--- src/rtl/jericalla_seq_if.sv ---
// ---------------------------------------------------------------------------
// jericalla_seq_if
// Bundles the instruction handshake and the ROM/ALU/RAM lines that
// jericalla_seq owns. The slave modport is the sequencer's view. The master
// modport is the surrounding environment: instruction source, ROM, ALU, RAM.
// Revision: 1.0 - initial release
// ---------------------------------------------------------------------------
`default_nettype none

interface jericalla_seq_if #(
   parameter int DATA_W = 32,
   parameter int ADDR_W = 4,
   parameter int CNT_W  = 8
);
   // instruction handshake
   logic              in_valid;
   logic              in_ready;
   logic [2:0]        in_op;
   logic [ADDR_W-1:0] in_dir_res;
   logic [ADDR_W-1:0] in_dir_first;
   logic [ADDR_W-1:0] in_dir_sec;
   // operand ROM
   logic [ADDR_W-1:0] rom_dir1;
   logic [ADDR_W-1:0] rom_dir2;
   logic [DATA_W-1:0] rom_data1;
   logic [DATA_W-1:0] rom_data2;
   // ALU
   logic [DATA_W-1:0] alu_a;
   logic [DATA_W-1:0] alu_b;
   logic [2:0]        alu_sel;
   logic [DATA_W-1:0] alu_r;
   logic              alu_zero;
   // result RAM
   logic              ram_we;
   logic [ADDR_W-1:0] ram_dir;
   logic [DATA_W-1:0] ram_din;
   // status
   logic              busy;
   logic              done;
   logic              err;
   logic [DATA_W-1:0] result;
   logic              zero;
   logic [CNT_W-1:0]  instr_count;

   modport slave (
      input  in_valid, in_op, in_dir_res, in_dir_first, in_dir_sec,
      input  rom_data1, rom_data2, alu_r, alu_zero,
      output in_ready, rom_dir1, rom_dir2, alu_a, alu_b, alu_sel,
      output ram_we, ram_dir, ram_din,
      output busy, done, err, result, zero, instr_count
   );

   modport master (
      output in_valid, in_op, in_dir_res, in_dir_first, in_dir_sec,
      output rom_data1, rom_data2, alu_r, alu_zero,
      input  in_ready, rom_dir1, rom_dir2, alu_a, alu_b, alu_sel,
      input  ram_we, ram_dir, ram_din,
      input  busy, done, err, result, zero, instr_count
   );
endinterface

`default_nettype wire

--- src/rtl/jericalla_seq.sv ---
// ---------------------------------------------------------------------------
// jericalla_seq
// Four-cycle instruction sequencer: IDLE -> FETCH (ROM read) -> EXEC (ALU)
// -> WRITE (RAM write). Illegal ALU selects retire from EXEC with an err
// pulse and no write. All datapath-facing outputs are registered.
// Revision: 1.0 - initial release
// ---------------------------------------------------------------------------
`default_nettype none

module jericalla_seq #(
   parameter int DATA_W = 32,
   parameter int ADDR_W = 4,
   parameter int CNT_W  = 8
) (
   input  wire             clk,
   input  wire             rst,
   jericalla_seq_if.slave  bus
);

   typedef enum logic [1:0] {
      IDLE  = 2'd0,
      FETCH = 2'd1,
      EXEC  = 2'd2,
      WRITE = 2'd3
   } state_t;

   // highest legal ALU select; 101..111 are rejected
   localparam logic [2:0] OP_MAX = 3'b100;

   state_t            state;
   // instruction register
   logic [2:0]        op;
   logic [ADDR_W-1:0] dir_res;
   // registered outputs
   logic [ADDR_W-1:0] rom_dir1;
   logic [ADDR_W-1:0] rom_dir2;
   logic [DATA_W-1:0] alu_a;
   logic [DATA_W-1:0] alu_b;
   logic [2:0]        alu_sel;
   logic              ram_we;
   logic [ADDR_W-1:0] ram_dir;
   logic [DATA_W-1:0] ram_din;
   logic              done;
   logic              err;
   logic [DATA_W-1:0] result;
   logic              zero;
   logic [CNT_W-1:0]  instr_count;

   // Sequencer FSM with registered outputs. Address/data/select lines only
   // change in the state that drives them, so they hold otherwise.
   always_ff @(posedge clk or posedge rst) begin
      if (rst) begin
         state       <= IDLE;
         op          <= '0;
         dir_res     <= '0;
         rom_dir1    <= '0;
         rom_dir2    <= '0;
         alu_a       <= '0;
         alu_b       <= '0;
         alu_sel     <= '0;
         ram_we      <= 1'b0;
         ram_dir     <= '0;
         ram_din     <= '0;
         done        <= 1'b0;
         err         <= 1'b0;
         result      <= '0;
         zero        <= 1'b0;
         instr_count <= '0;
      end else begin
         // pulses default low; each lasts exactly one cycle
         ram_we <= 1'b0;
         done   <= 1'b0;
         err    <= 1'b0;

         // count an instruction as the edge that ends its done/err pulse
         if (done || err) begin
            instr_count <= instr_count + 1'b1;
         end

         case (state)
            IDLE: begin
               if (bus.in_valid) begin
                  op       <= bus.in_op;
                  dir_res  <= bus.in_dir_res;
                  rom_dir1 <= bus.in_dir_first;
                  rom_dir2 <= bus.in_dir_sec;
                  state    <= FETCH;
               end
            end
            FETCH: begin
               // ROM data is combinational from the addresses driven now
               alu_a   <= bus.rom_data1;
               alu_b   <= bus.rom_data2;
               alu_sel <= op;
               state   <= EXEC;
            end
            EXEC: begin
               result <= bus.alu_r;
               zero   <= bus.alu_zero;
               if (op <= OP_MAX) begin
                  ram_we  <= 1'b1;
                  ram_dir <= dir_res;
                  ram_din <= bus.alu_r;
                  done    <= 1'b1;
                  state   <= WRITE;
               end else begin
                  err   <= 1'b1;
                  state <= IDLE;
               end
            end
            WRITE: begin
               state <= IDLE;
            end
            default: begin
               state <= IDLE;
            end
         endcase
      end
   end

   // in_ready and busy depend on state only, never on in_valid
   assign bus.in_ready    = (state == IDLE);
   assign bus.busy        = (state != IDLE);
   assign bus.rom_dir1    = rom_dir1;
   assign bus.rom_dir2    = rom_dir2;
   assign bus.alu_a       = alu_a;
   assign bus.alu_b       = alu_b;
   assign bus.alu_sel     = alu_sel;
   assign bus.ram_we      = ram_we;
   assign bus.ram_dir     = ram_dir;
   assign bus.ram_din     = ram_din;
   assign bus.done        = done;
   assign bus.err         = err;
   assign bus.result      = result;
   assign bus.zero        = zero;
   assign bus.instr_count = instr_count;

endmodule

`default_nettype wire

--- src/flat_wrapper.sv ---
// flat-port wrapper written by rule: the top's interface ports become plain ports
module jericalla_seq_flat 
#(
   parameter int DATA_W = 32,
   parameter int ADDR_W = 4,
   parameter int CNT_W  = 8
)
  (clk, rst, bus_in_valid, bus_in_op, bus_in_dir_res, bus_in_dir_first, bus_in_dir_sec, bus_rom_data1, bus_rom_data2, bus_alu_r, bus_alu_zero, bus_in_ready, bus_rom_dir1, bus_rom_dir2, bus_alu_a, bus_alu_b, bus_alu_sel, bus_ram_we, bus_ram_dir, bus_ram_din, bus_busy, bus_done, bus_err, bus_result, bus_zero, bus_instr_count);
  jericalla_seq_if #(.DATA_W(DATA_W), .ADDR_W(ADDR_W), .CNT_W(CNT_W)) bus_i ();
  input  wire clk;
  input  wire rst;
  input wire logic [$bits(bus_i.in_valid)-1:0] bus_in_valid;
  input wire logic [$bits(bus_i.in_op)-1:0] bus_in_op;
  input wire logic [$bits(bus_i.in_dir_res)-1:0] bus_in_dir_res;
  input wire logic [$bits(bus_i.in_dir_first)-1:0] bus_in_dir_first;
  input wire logic [$bits(bus_i.in_dir_sec)-1:0] bus_in_dir_sec;
  input wire logic [$bits(bus_i.rom_data1)-1:0] bus_rom_data1;
  input wire logic [$bits(bus_i.rom_data2)-1:0] bus_rom_data2;
  input wire logic [$bits(bus_i.alu_r)-1:0] bus_alu_r;
  input wire logic [$bits(bus_i.alu_zero)-1:0] bus_alu_zero;
  output wire logic [$bits(bus_i.in_ready)-1:0] bus_in_ready;
  output wire logic [$bits(bus_i.rom_dir1)-1:0] bus_rom_dir1;
  output wire logic [$bits(bus_i.rom_dir2)-1:0] bus_rom_dir2;
  output wire logic [$bits(bus_i.alu_a)-1:0] bus_alu_a;
  output wire logic [$bits(bus_i.alu_b)-1:0] bus_alu_b;
  output wire logic [$bits(bus_i.alu_sel)-1:0] bus_alu_sel;
  output wire logic [$bits(bus_i.ram_we)-1:0] bus_ram_we;
  output wire logic [$bits(bus_i.ram_dir)-1:0] bus_ram_dir;
  output wire logic [$bits(bus_i.ram_din)-1:0] bus_ram_din;
  output wire logic [$bits(bus_i.busy)-1:0] bus_busy;
  output wire logic [$bits(bus_i.done)-1:0] bus_done;
  output wire logic [$bits(bus_i.err)-1:0] bus_err;
  output wire logic [$bits(bus_i.result)-1:0] bus_result;
  output wire logic [$bits(bus_i.zero)-1:0] bus_zero;
  output wire logic [$bits(bus_i.instr_count)-1:0] bus_instr_count;
  assign bus_i.in_valid = bus_in_valid;
  assign bus_i.in_op = bus_in_op;
  assign bus_i.in_dir_res = bus_in_dir_res;
  assign bus_i.in_dir_first = bus_in_dir_first;
  assign bus_i.in_dir_sec = bus_in_dir_sec;
  assign bus_i.rom_data1 = bus_rom_data1;
  assign bus_i.rom_data2 = bus_rom_data2;
  assign bus_i.alu_r = bus_alu_r;
  assign bus_i.alu_zero = bus_alu_zero;
  assign bus_in_ready = bus_i.in_ready;
  assign bus_rom_dir1 = bus_i.rom_dir1;
  assign bus_rom_dir2 = bus_i.rom_dir2;
  assign bus_alu_a = bus_i.alu_a;
  assign bus_alu_b = bus_i.alu_b;
  assign bus_alu_sel = bus_i.alu_sel;
  assign bus_ram_we = bus_i.ram_we;
  assign bus_ram_dir = bus_i.ram_dir;
  assign bus_ram_din = bus_i.ram_din;
  assign bus_busy = bus_i.busy;
  assign bus_done = bus_i.done;
  assign bus_err = bus_i.err;
  assign bus_result = bus_i.result;
  assign bus_zero = bus_i.zero;
  assign bus_instr_count = bus_i.instr_count;
  jericalla_seq #(.DATA_W(DATA_W), .ADDR_W(ADDR_W), .CNT_W(CNT_W)) u_core (.clk(clk), .rst(rst), .bus(bus_i));
endmodule
--- config.mk ---
export PLATFORM = sky130hd
export DESIGN_NAME = jericalla_seq_flat
export DESIGN_NICKNAME = d
export VERILOG_FILES = /design/src/rtl/jericalla_seq_if.sv /design/src/rtl/jericalla_seq.sv /design/src/flat_wrapper.sv
export SDC_FILE = /design/constraint.sdc
export NUM_CORES = 1
export LEC_CHECK = 0
export ABC_AREA = 1
export BUFFER_PORTS_ARGS = -buffer_cell sky130_fd_sc_hd__clkbuf_2
export CAP_MARGIN = 10
export CORE_MARGIN = 10
export CORE_UTILIZATION = 51
export DETAILED_ROUTE_END_ITERATION = 8
export PLACE_DENSITY = 0.85
export SYNTH_ARGS = -nofsm -noshare
export SYNTH_HDL_FRONTEND = slang
export SYNTH_SLANG_ARGS = --single-unit
--- constraint.sdc ---
create_clock -name clk -period 9.7 [get_ports clk]
set_clock_uncertainty 0.05 [all_clocks]
set_input_delay 0.97 -clock clk [delete_from_list [all_inputs] [get_ports clk]]
set_output_delay 0.97 -clock clk [all_outputs]
set_load 0.01 [all_outputs]
==> results of run 1 <==
[registers in the layout (all words and copies together), names as in the netlist]
signal and flops:
u_core.bus.alu_a 32, u_core.bus.ram_we 1, u_core.bus.ram_din 32, u_core.bus.result 32, u_core.bus.zero 1, u_core.bus.rom_dir2 4
u_core.op 3, u_core.bus.alu_sel 3, u_core.bus.rom_dir1 4, u_core.bus.alu_b 32, u_core.bus.instr_count 8, u_core.state 2
u_core.dir_res 4, u_core.bus.err 1, u_core.bus.ram_dir 4
[cell type report]
cell class              instances  area share
clock inverters                 5     0.00923
repair buffers                274       0.169
multi-input cells             292       0.212
inverters                      49      0.0232
well taps                     147      0.0226
clock buffers                  24      0.0617
flip-flops and latches        163       0.501
[metal layers]
| layer | wire [um] | track usage |
|---|---|---|
| met1 | 6100 | 0.207 |
| met2 | 8660 | 0.320 |
| met3 | 974 | 0.0458 |
| met4 | 510 | 0.0968 |
| met5 | 0 | 0 |
[cell usage after synthesis (all sizes together)]
cell	n	share of area
nor3	1	0.00081
xnor2	2	0.0028
buf	15	0.019
a21oi	4	0.0032
inv	49	0.030
o21ai	71	0.057
nor2	14	0.0089
xor2	1	0.0014
nand3	12	0.0097
mux2	65	0.12
clkbuf	11	0.017
dfrtp	163	0.66
nand2	120	0.073
ha	1	0.0020
nand4	1	0.0010
[per-stage QoR]
stage          hold WS (ns)  setup slack (ns)
2_1_floorplan         0.392              4.28
3_3_place_gp          0.407              7.01
3_5_place_dp          0.410              7.01
4_1_cts               0.424              6.98
5_1_grt               0.449              6.87
6_report              0.423              7.01
[kinds of logic after synthesis]
logic type	after synthesis	share of synthesized area
AO/OA/AOI/OAI	75	0.0604
XOR/XNOR	3	0.00423
adder cells (fa/ha/maj)	1	0.00201
buffers and inverters	75	0.0649
flip-flops	163	0.657
multiplexers	65	0.118
AND/OR/NAND/NOR	148	0.0937
[where the power goes]
part	internal (mW)	switching (mW)
clock	0.408	0.247
sequential	1.02	0.188
combinational	0.490	0.629
[how the worst min path moves through the flow]
stage | start | end | slack (ns)
2_1_floorplan | u_core.dir_res[0]$_DFFE_PP0P_ | u_core.bus.ram_dir[0]$_DFFE_PP0P_ | 0.39
3_3_place_gp | u_core.bus.rom_dir1[2]$_DFFE_PP0P_ | u_core.bus.rom_dir1[2]$_DFFE_PP0P_ | 0.41
3_5_place_dp | u_core.bus.rom_dir2[2]$_DFFE_PP0P_ | u_core.bus.rom_dir2[2]$_DFFE_PP0P_ | 0.41
4_1_cts | u_core.bus.rom_dir2[2]$_DFFE_PP0P_ | u_core.bus.rom_dir2[2]$_DFFE_PP0P_ | 0.42
5_1_grt | u_core.bus.rom_dir2[2]$_DFFE_PP0P_ | u_core.bus.rom_dir2[2]$_DFFE_PP0P_ | 0.45
6_report | u_core.dir_res[2]$_DFFE_PP0P_ | u_core.bus.ram_dir[2]$_DFFE_PP0P_ | 0.42
[critical path, cell delays in order, from the launching register on]
cell      delay (ns)
dfrtp_1         0.41
nor2_1          0.59
clkbuf_2        0.26
==> summary.md, run 1 <==
| Metric | Value |
|---|---|
| Area occupied by multi-input gates | roughly 1700 um^2 |
| Sink Count | about 160 |
| Critical path data required time | 8.68 ns |
| Post-Syn Nets | around 650 |
| CTS Buffer Depth | 2 |
| Clk slew on worst S/H paths | about 0.06 ns |
| DRT Wirelength | 16,200 um |
| Post-Syn Area | just over 6000 um^2 |
| Final core occ | 0.680 |
| Startpoint Class | flip-flop |
| Cell total after placement | between 900 and 1,000 |
| Cell depth of the worst hold path | 2 |
| First-pass GRT wire length | ~24,000 um |
| Syn_area_per_cell | between 10 and 15 um^2 |
| Largest net degree at the start of global routing | 90 |
| Hold_buf cts | 0 |
| Non-filler cells, final | 954 |
| Final Hold Viols | 0 |
| Count of cell types in the netlist | 23 |
| Vias in the first global route | 4,758 |
| CTS tree | built |
| Hold Path Class | reg -> reg |
| Leakage Power | around 4.4 nW |
| Sequential cell area | between 4000 and 5000 um^2 |
| Post CTS Setup Buffer Count | 0 |
| Root Driver | clkbuf_16 |
| Leading cell type in the layout, fill and taps excluded | clkbuf_2 |
| Initial antenna violation count | 0 |
| RD Place Congestion | between 0.8 and 0.9 |
| Worst r2r path cells | 4 |
| Die Wd | ~130 um |
| Fin crit share | 0.277 |
| Die area | approximately 17,000 um^2 |
| R2R Path Start | u_core.state[0]$_DFFE_PP0P_ |
| Status | finished clean |
| Slew Limit Headroom | 0.348 |
| Area delta synth->final | 31.0% |
| PortBufs | between 200 and 300 |
| CTS resizes | 0 |
| Synth Register Bits | 163 |
| Area after DPL | 7560 um^2 |
| Fillers | between 800 and 900 |
| Unrepaired setup endpoints after global routing | no |
| GRT overflow | 0 |
| Seq/Total Area, Yosys | 0.657 |
| Clock Latency Late Sink | 0.42 ns |
| Drt first-iter violations | approximately 280 |
| Max VDD drop | ~0.18 mV |
| Detail Route Antenna Nets | 0 |
| Tot GR Track Use | 0.185 |
| Final instance area | 8140 um^2 |
| Maximum clock frequency | around 0.37 GHz |
| Clock H-tree levels | 4 |
| Worst-path fanout max | 14 |
| Yosys warns | 0 |
| Hpwl dp | 12,200 um |
| Share of post-route cells with drive strength above 1 | 0.460 |
| Drt via density | 4.86 |
| Drt pass-1 iters | 5 |
| Setup crit end | bus_in_ready |
| Initial Util | 0.519 |
| Worst-Margin Slew | between 0.9 and 1 ns |
| Chip height | 130 um |
| Most frequent cells in the layout | 271 x clkbuf_2, 163 x dfrtp_1, 118 x nand2_1, 65 x mux2_2, 50 x o21ai_0 |
| Reg2Reg Capture Point | u_core.op[2]$_DFFE_PP0P_ |
| Total Power | 2.98 mW |
| Routed wire length per instance | roughly 17 um |
| Ant. Diodes | 0 |
| Flop-to-flop setup slack | around 7.6 ns |
| Final net count | between 900 and 1,000 |
| PD cells | roughly 370 nW/um^2 |
| Syn Inst Count | 530 |
| CP arrival | 1.67 ns |
| Setup TNS | 0 ns |
| Core area | approximately 12,000 um^2 |
| # DRC | 0 |
| Crit Path Class | reg -> out |
| CTS buffer count | 17 |
| Via Count | approximately 4,600 |
| Minimum clock period | ~2.7 ns |
| # IOs | between 200 and 300 |
| CP Launch Point | u_core.state[0]$_DFFE_PP0P_ |
| Rows | 40 |
| Crit path capture type | primary output |
| Slew Limit Fails | 0 |
| Setup violators final | 0 |
| Max Cap Violations | 0 |
No activity file was read; power rests on OpenSTA's default activity.
==> inputs of run 2 (changes only) <==
--- a/config.mk
+++ b/config.mk
@@ -9,9 +9,9 @@
 export BUFFER_PORTS_ARGS = -buffer_cell sky130_fd_sc_hd__clkbuf_2
 export CAP_MARGIN = 10
 export CORE_MARGIN = 10
-export CORE_UTILIZATION = 51
+export CORE_UTILIZATION = 47
 export DETAILED_ROUTE_END_ITERATION = 8
-export PLACE_DENSITY = 0.85
+export PLACE_DENSITY = 0.79
 export SYNTH_ARGS = -nofsm -noshare
 export SYNTH_HDL_FRONTEND = slang
 export SYNTH_SLANG_ARGS = --single-unit
==> constraint.sdc (replaced) <==
create_clock -name clk -period 2.6 [get_ports clk]
set_clock_uncertainty 0.05 [all_clocks]
set_input_delay 0.26 -clock clk [delete_from_list [all_inputs] [get_ports clk]]
set_output_delay 0.26 -clock clk [all_outputs]
set_load 0.01 [all_outputs]
==> run 2 against run 1 <==
Routed wire length increased by 2.9%. Sequential share of layout area decreased by 0.62 points. Sequential power increased to 3.7 times the previous value. Clock power increased to 3.6 times the previous value. Design area increased by 1.3%. Register-to-register slack got worse by 6.7 ns. Setup slack got worse by 6.1 ns. Combinational power increased to 3.8 times the previous value. Worst hold slack got worse by 0.40 ns. Via count decreased by 0.28%. Power increased to 3.7 times the previous value. Die area increased by 7.2%. Largest cell class unchanged.
==> summary.md, run 2 (synthesis results as in run 1) <==
| Metric | Value |
|---|---|
| Sequential cell area | 4080 um^2 (unchanged) |
| Share of post-route cells with drive strength above 1 | 0.463 (+0.00360) |
| Hold Path Sink | u_core.bus.alu_a[29]$_DFFE_PP0N_ |
| CTS Buffer Depth | 2 (unchanged) |
| CP arrival | 1.87 ns (+0.20 ns) |
| First-pass GRT wire length | 26,400 um (+9.8%) |
| Crit Path Class | reg -> reg |
| Crit-path slowest cell | dfrtp_1 |
| Area occupied by multi-input gates | 1730 um^2 (unchanged) |
| Worst-path fanout max | 40 (+26) |
| Fillers | 1,030 (+16%) |
| Reg2Reg Capture Point | u_core.bus.ram_din[13]$_DFFE_PP0P_ |
| PD cells | 1340 nW/um^2 (+270%) |
| Cell count along the critical path | 5 (+3) |
| Final net count | 921 (+0.88%) |
| Max VDD drop | 0.574 mV (+220%) |
| Max Cap Violations | 0 (unchanged) |
| Drt first-iter violations | 225 (-21%) |
| Fin crit share | 0.631 |
| Area after DPL | 7650 um^2 (+1.2%) |
| RD Place Congestion | 0.792 (-4.0%) |
| Crit path buffers/inverters | 1 (unchanged) |
| # DRC | 0 (unchanged) |
| Leading cell type in the layout, fill and taps excluded | clkbuf_2 |
| Minimum clock period | roughly 1.6 ns |
| Die Wd | 135 um (+3.5%) |
| Clk slew on worst S/H paths | 0.06 ns (about the same) |
| PortBufs | 271 (unchanged) |
| CTS resizes | 0 (unchanged) |
| DRT Wirelength | 16,700 um (+2.9%) |
| Clock H-tree levels | 4 (unchanged) |
| Leakage Power | 4.46 nW (+0.57%) |
| Worst-Margin Slew | 0.602 ns (-0.374 ns) |
| Final Hold Viols | 0 (unchanged) |
| Final instance area | 8240 um^2 (+1.3%) |
| Flop-to-flop setup slack | 0.96 ns (-6.66 ns) |
| Delay-heaviest family, CP | compound AO/OA/AOI/OAI gates |
| Initial Util | 0.486 (-0.0330) |
| Crit path capture type | flip-flop |
| Post CTS Setup Buffer Count | 0 (unchanged) |
| GRT overflow | 0 (unchanged) |
| Drt pass-1 iters | 4 (-1) |
| Routed wire length per instance | 16.9 um (-0.82%) |
| Vias in the first global route | 4,918 (+3.4%) |
| Critical-path cell list | o21ai_1 -> nand2_2 -> buf_4 -> nand2_1 -> o21ai_0 |
| Maximum clock frequency | 0.610 GHz |
| Core area | 12,800 um^2 (+6.8%) |
| R2R Path Start | u_core.op[0]$_DFFE_PP0P_ |
| Startpoint Class | flip-flop |
| CTS tree | built |
| Setup violators final | 0 (unchanged) |
| Hold WS | 0.0182 ns (-0.404 ns) |
| Worst Hold Launch | bus_rom_data1[29] |
| Hpwl dp | 13,000 um (+6.8%) |
| Slew Limit Headroom | 0.598 (+0.250) |
| Area delta synth->final | 32.7% |
| Chip height | 135 um (+3.5%) |
| Critical path data required time | 2.83 ns (-5.85 ns) |
| Detail Route Antenna Nets | 0 (unchanged) |
| Hold_buf cts | 3 (+3) |
| CTS buffer count | 17 (unchanged) |
| Die area | 18,200 um^2 (+7.2%) |
| Drt via density | 4.67 (-3.9%) |
| Cell depth of the worst hold path | 2 (unchanged) |
| Largest net degree at the start of global routing | 86 (-4.4%) |
| Setup TNS | 0 ns (unchanged) |
| Worst r2r path cells | 5 (+1) |
| Status | finished clean |
| Most frequent cells in the layout | 271 x clkbuf_2, 163 x dfrtp_1, 118 x nand2_1, 65 x mux2_2, 50 x o21ai_0 |
| Clock Latency Late Sink | 0.42 ns (about the same) |
| Root Driver | clkbuf_16 |
| Via Count | 4,626 (-0.28%) |
| Ant. Diodes | 0 (unchanged) |
| Initial antenna violation count | 0 (unchanged) |
| Tot GR Track Use | 0.184 (-0.000625) |
| Slew Limit Fails | 0 (unchanged) |
| Unrepaired setup endpoints after global routing | no |
| Hold Path Class | in -> reg |
| Rows | 41 (+2.5%) |
| Sink Count | 163 (unchanged) |
| CP max stage delay | 0.37 ns (-0.22 ns) |
| # IOs | 272 (unchanged) |
## run 2: cell count changes in the layout (fill, tap and decap cells not counted), moves of 2 or more
cell and delta:
clkinv_2 +3, clkbuf_8 -2, dlygate4sd3_1 +3, clkinvlp_4 +4
buf_4 +3, buf_12 +2
## run 2: where the power goes
group,leakage (nW),internal [mW],switching [mW]
sequential,1.96,3.80,0.693
combinational,2.23,1.87,2.37
clock,0.271,1.38,0.958
## run 2: area by class of cell
type                       count  area share
tap                          172      0.0261
multi-input combinational    292       0.210
clock buffer                  22      0.0576
clock inverter                10      0.0100
inverter                      49      0.0228
timing repair buffer         282       0.179
sequential                   163       0.495
## run 2: how the worst max path moves through the flow
| stage | startpoint | end | slack, ns |
|---|---|---|---|
| floorplan | rst | u_core.bus.alu_a[0]$_DFFE_PP0N_ | 0.22 |
| global placement | u_core.state[0]$_DFFE_PP0P_ | u_core.bus.ram_din[4]$_DFFE_PP0P_ | 1.05 |
| detailed placement | u_core.op[0]$_DFFE_PP0P_ | u_core.bus.ram_din[11]$_DFFE_PP0P_ | 1.00 |
| CTS | u_core.state[0]$_DFFE_PP0P_ | bus_busy | 0.95 |
| global route | u_core.state[0]$_DFFE_PP0P_ | u_core.op[0]$_DFFE_PP0P_ | 0.76 |
| finish | u_core.op[0]$_DFFE_PP0P_ | u_core.bus.ram_din[13]$_DFFE_PP0P_ | 0.96 |
## run 2: worst register-to-register path, delay by kind of cell, from the launching register on
family / cells / cell delay (ns)
and+or+nand+nor: 2 / 0.38
DFF: 1 / 0.37
AOI/OAI and AO/OA: 2 / 0.38
buffers and inverters: 1 / 0.33
## run 2: metal layers
| layer | wire length [um] | global-route usage | vias to the layer above |
|---|---|---|---|
| li1 | - | - | 2255 |
| met1 | 6230 | 0.199 | 2228 |
| met2 | 9190 | 0.330 | 121 |
| met3 | 965 | 0.0545 | 22 |
| met4 | 328 | 0.0724 | 0 |
| met5 | 0 | 0 | - |
## run 2: stage by stage
stage,setup slack (ns),total power [mW],cells,util
after floorplan,0.219,7.02,530,-
after global placement,1.05,8.66,955,0.599
after detailed placement,1.00,8.88,955,0.599
after CTS,0.952,11.3,990,0.645
after global routing,0.758,11.9,990,0.645
final,0.959,11.1,990,0.645
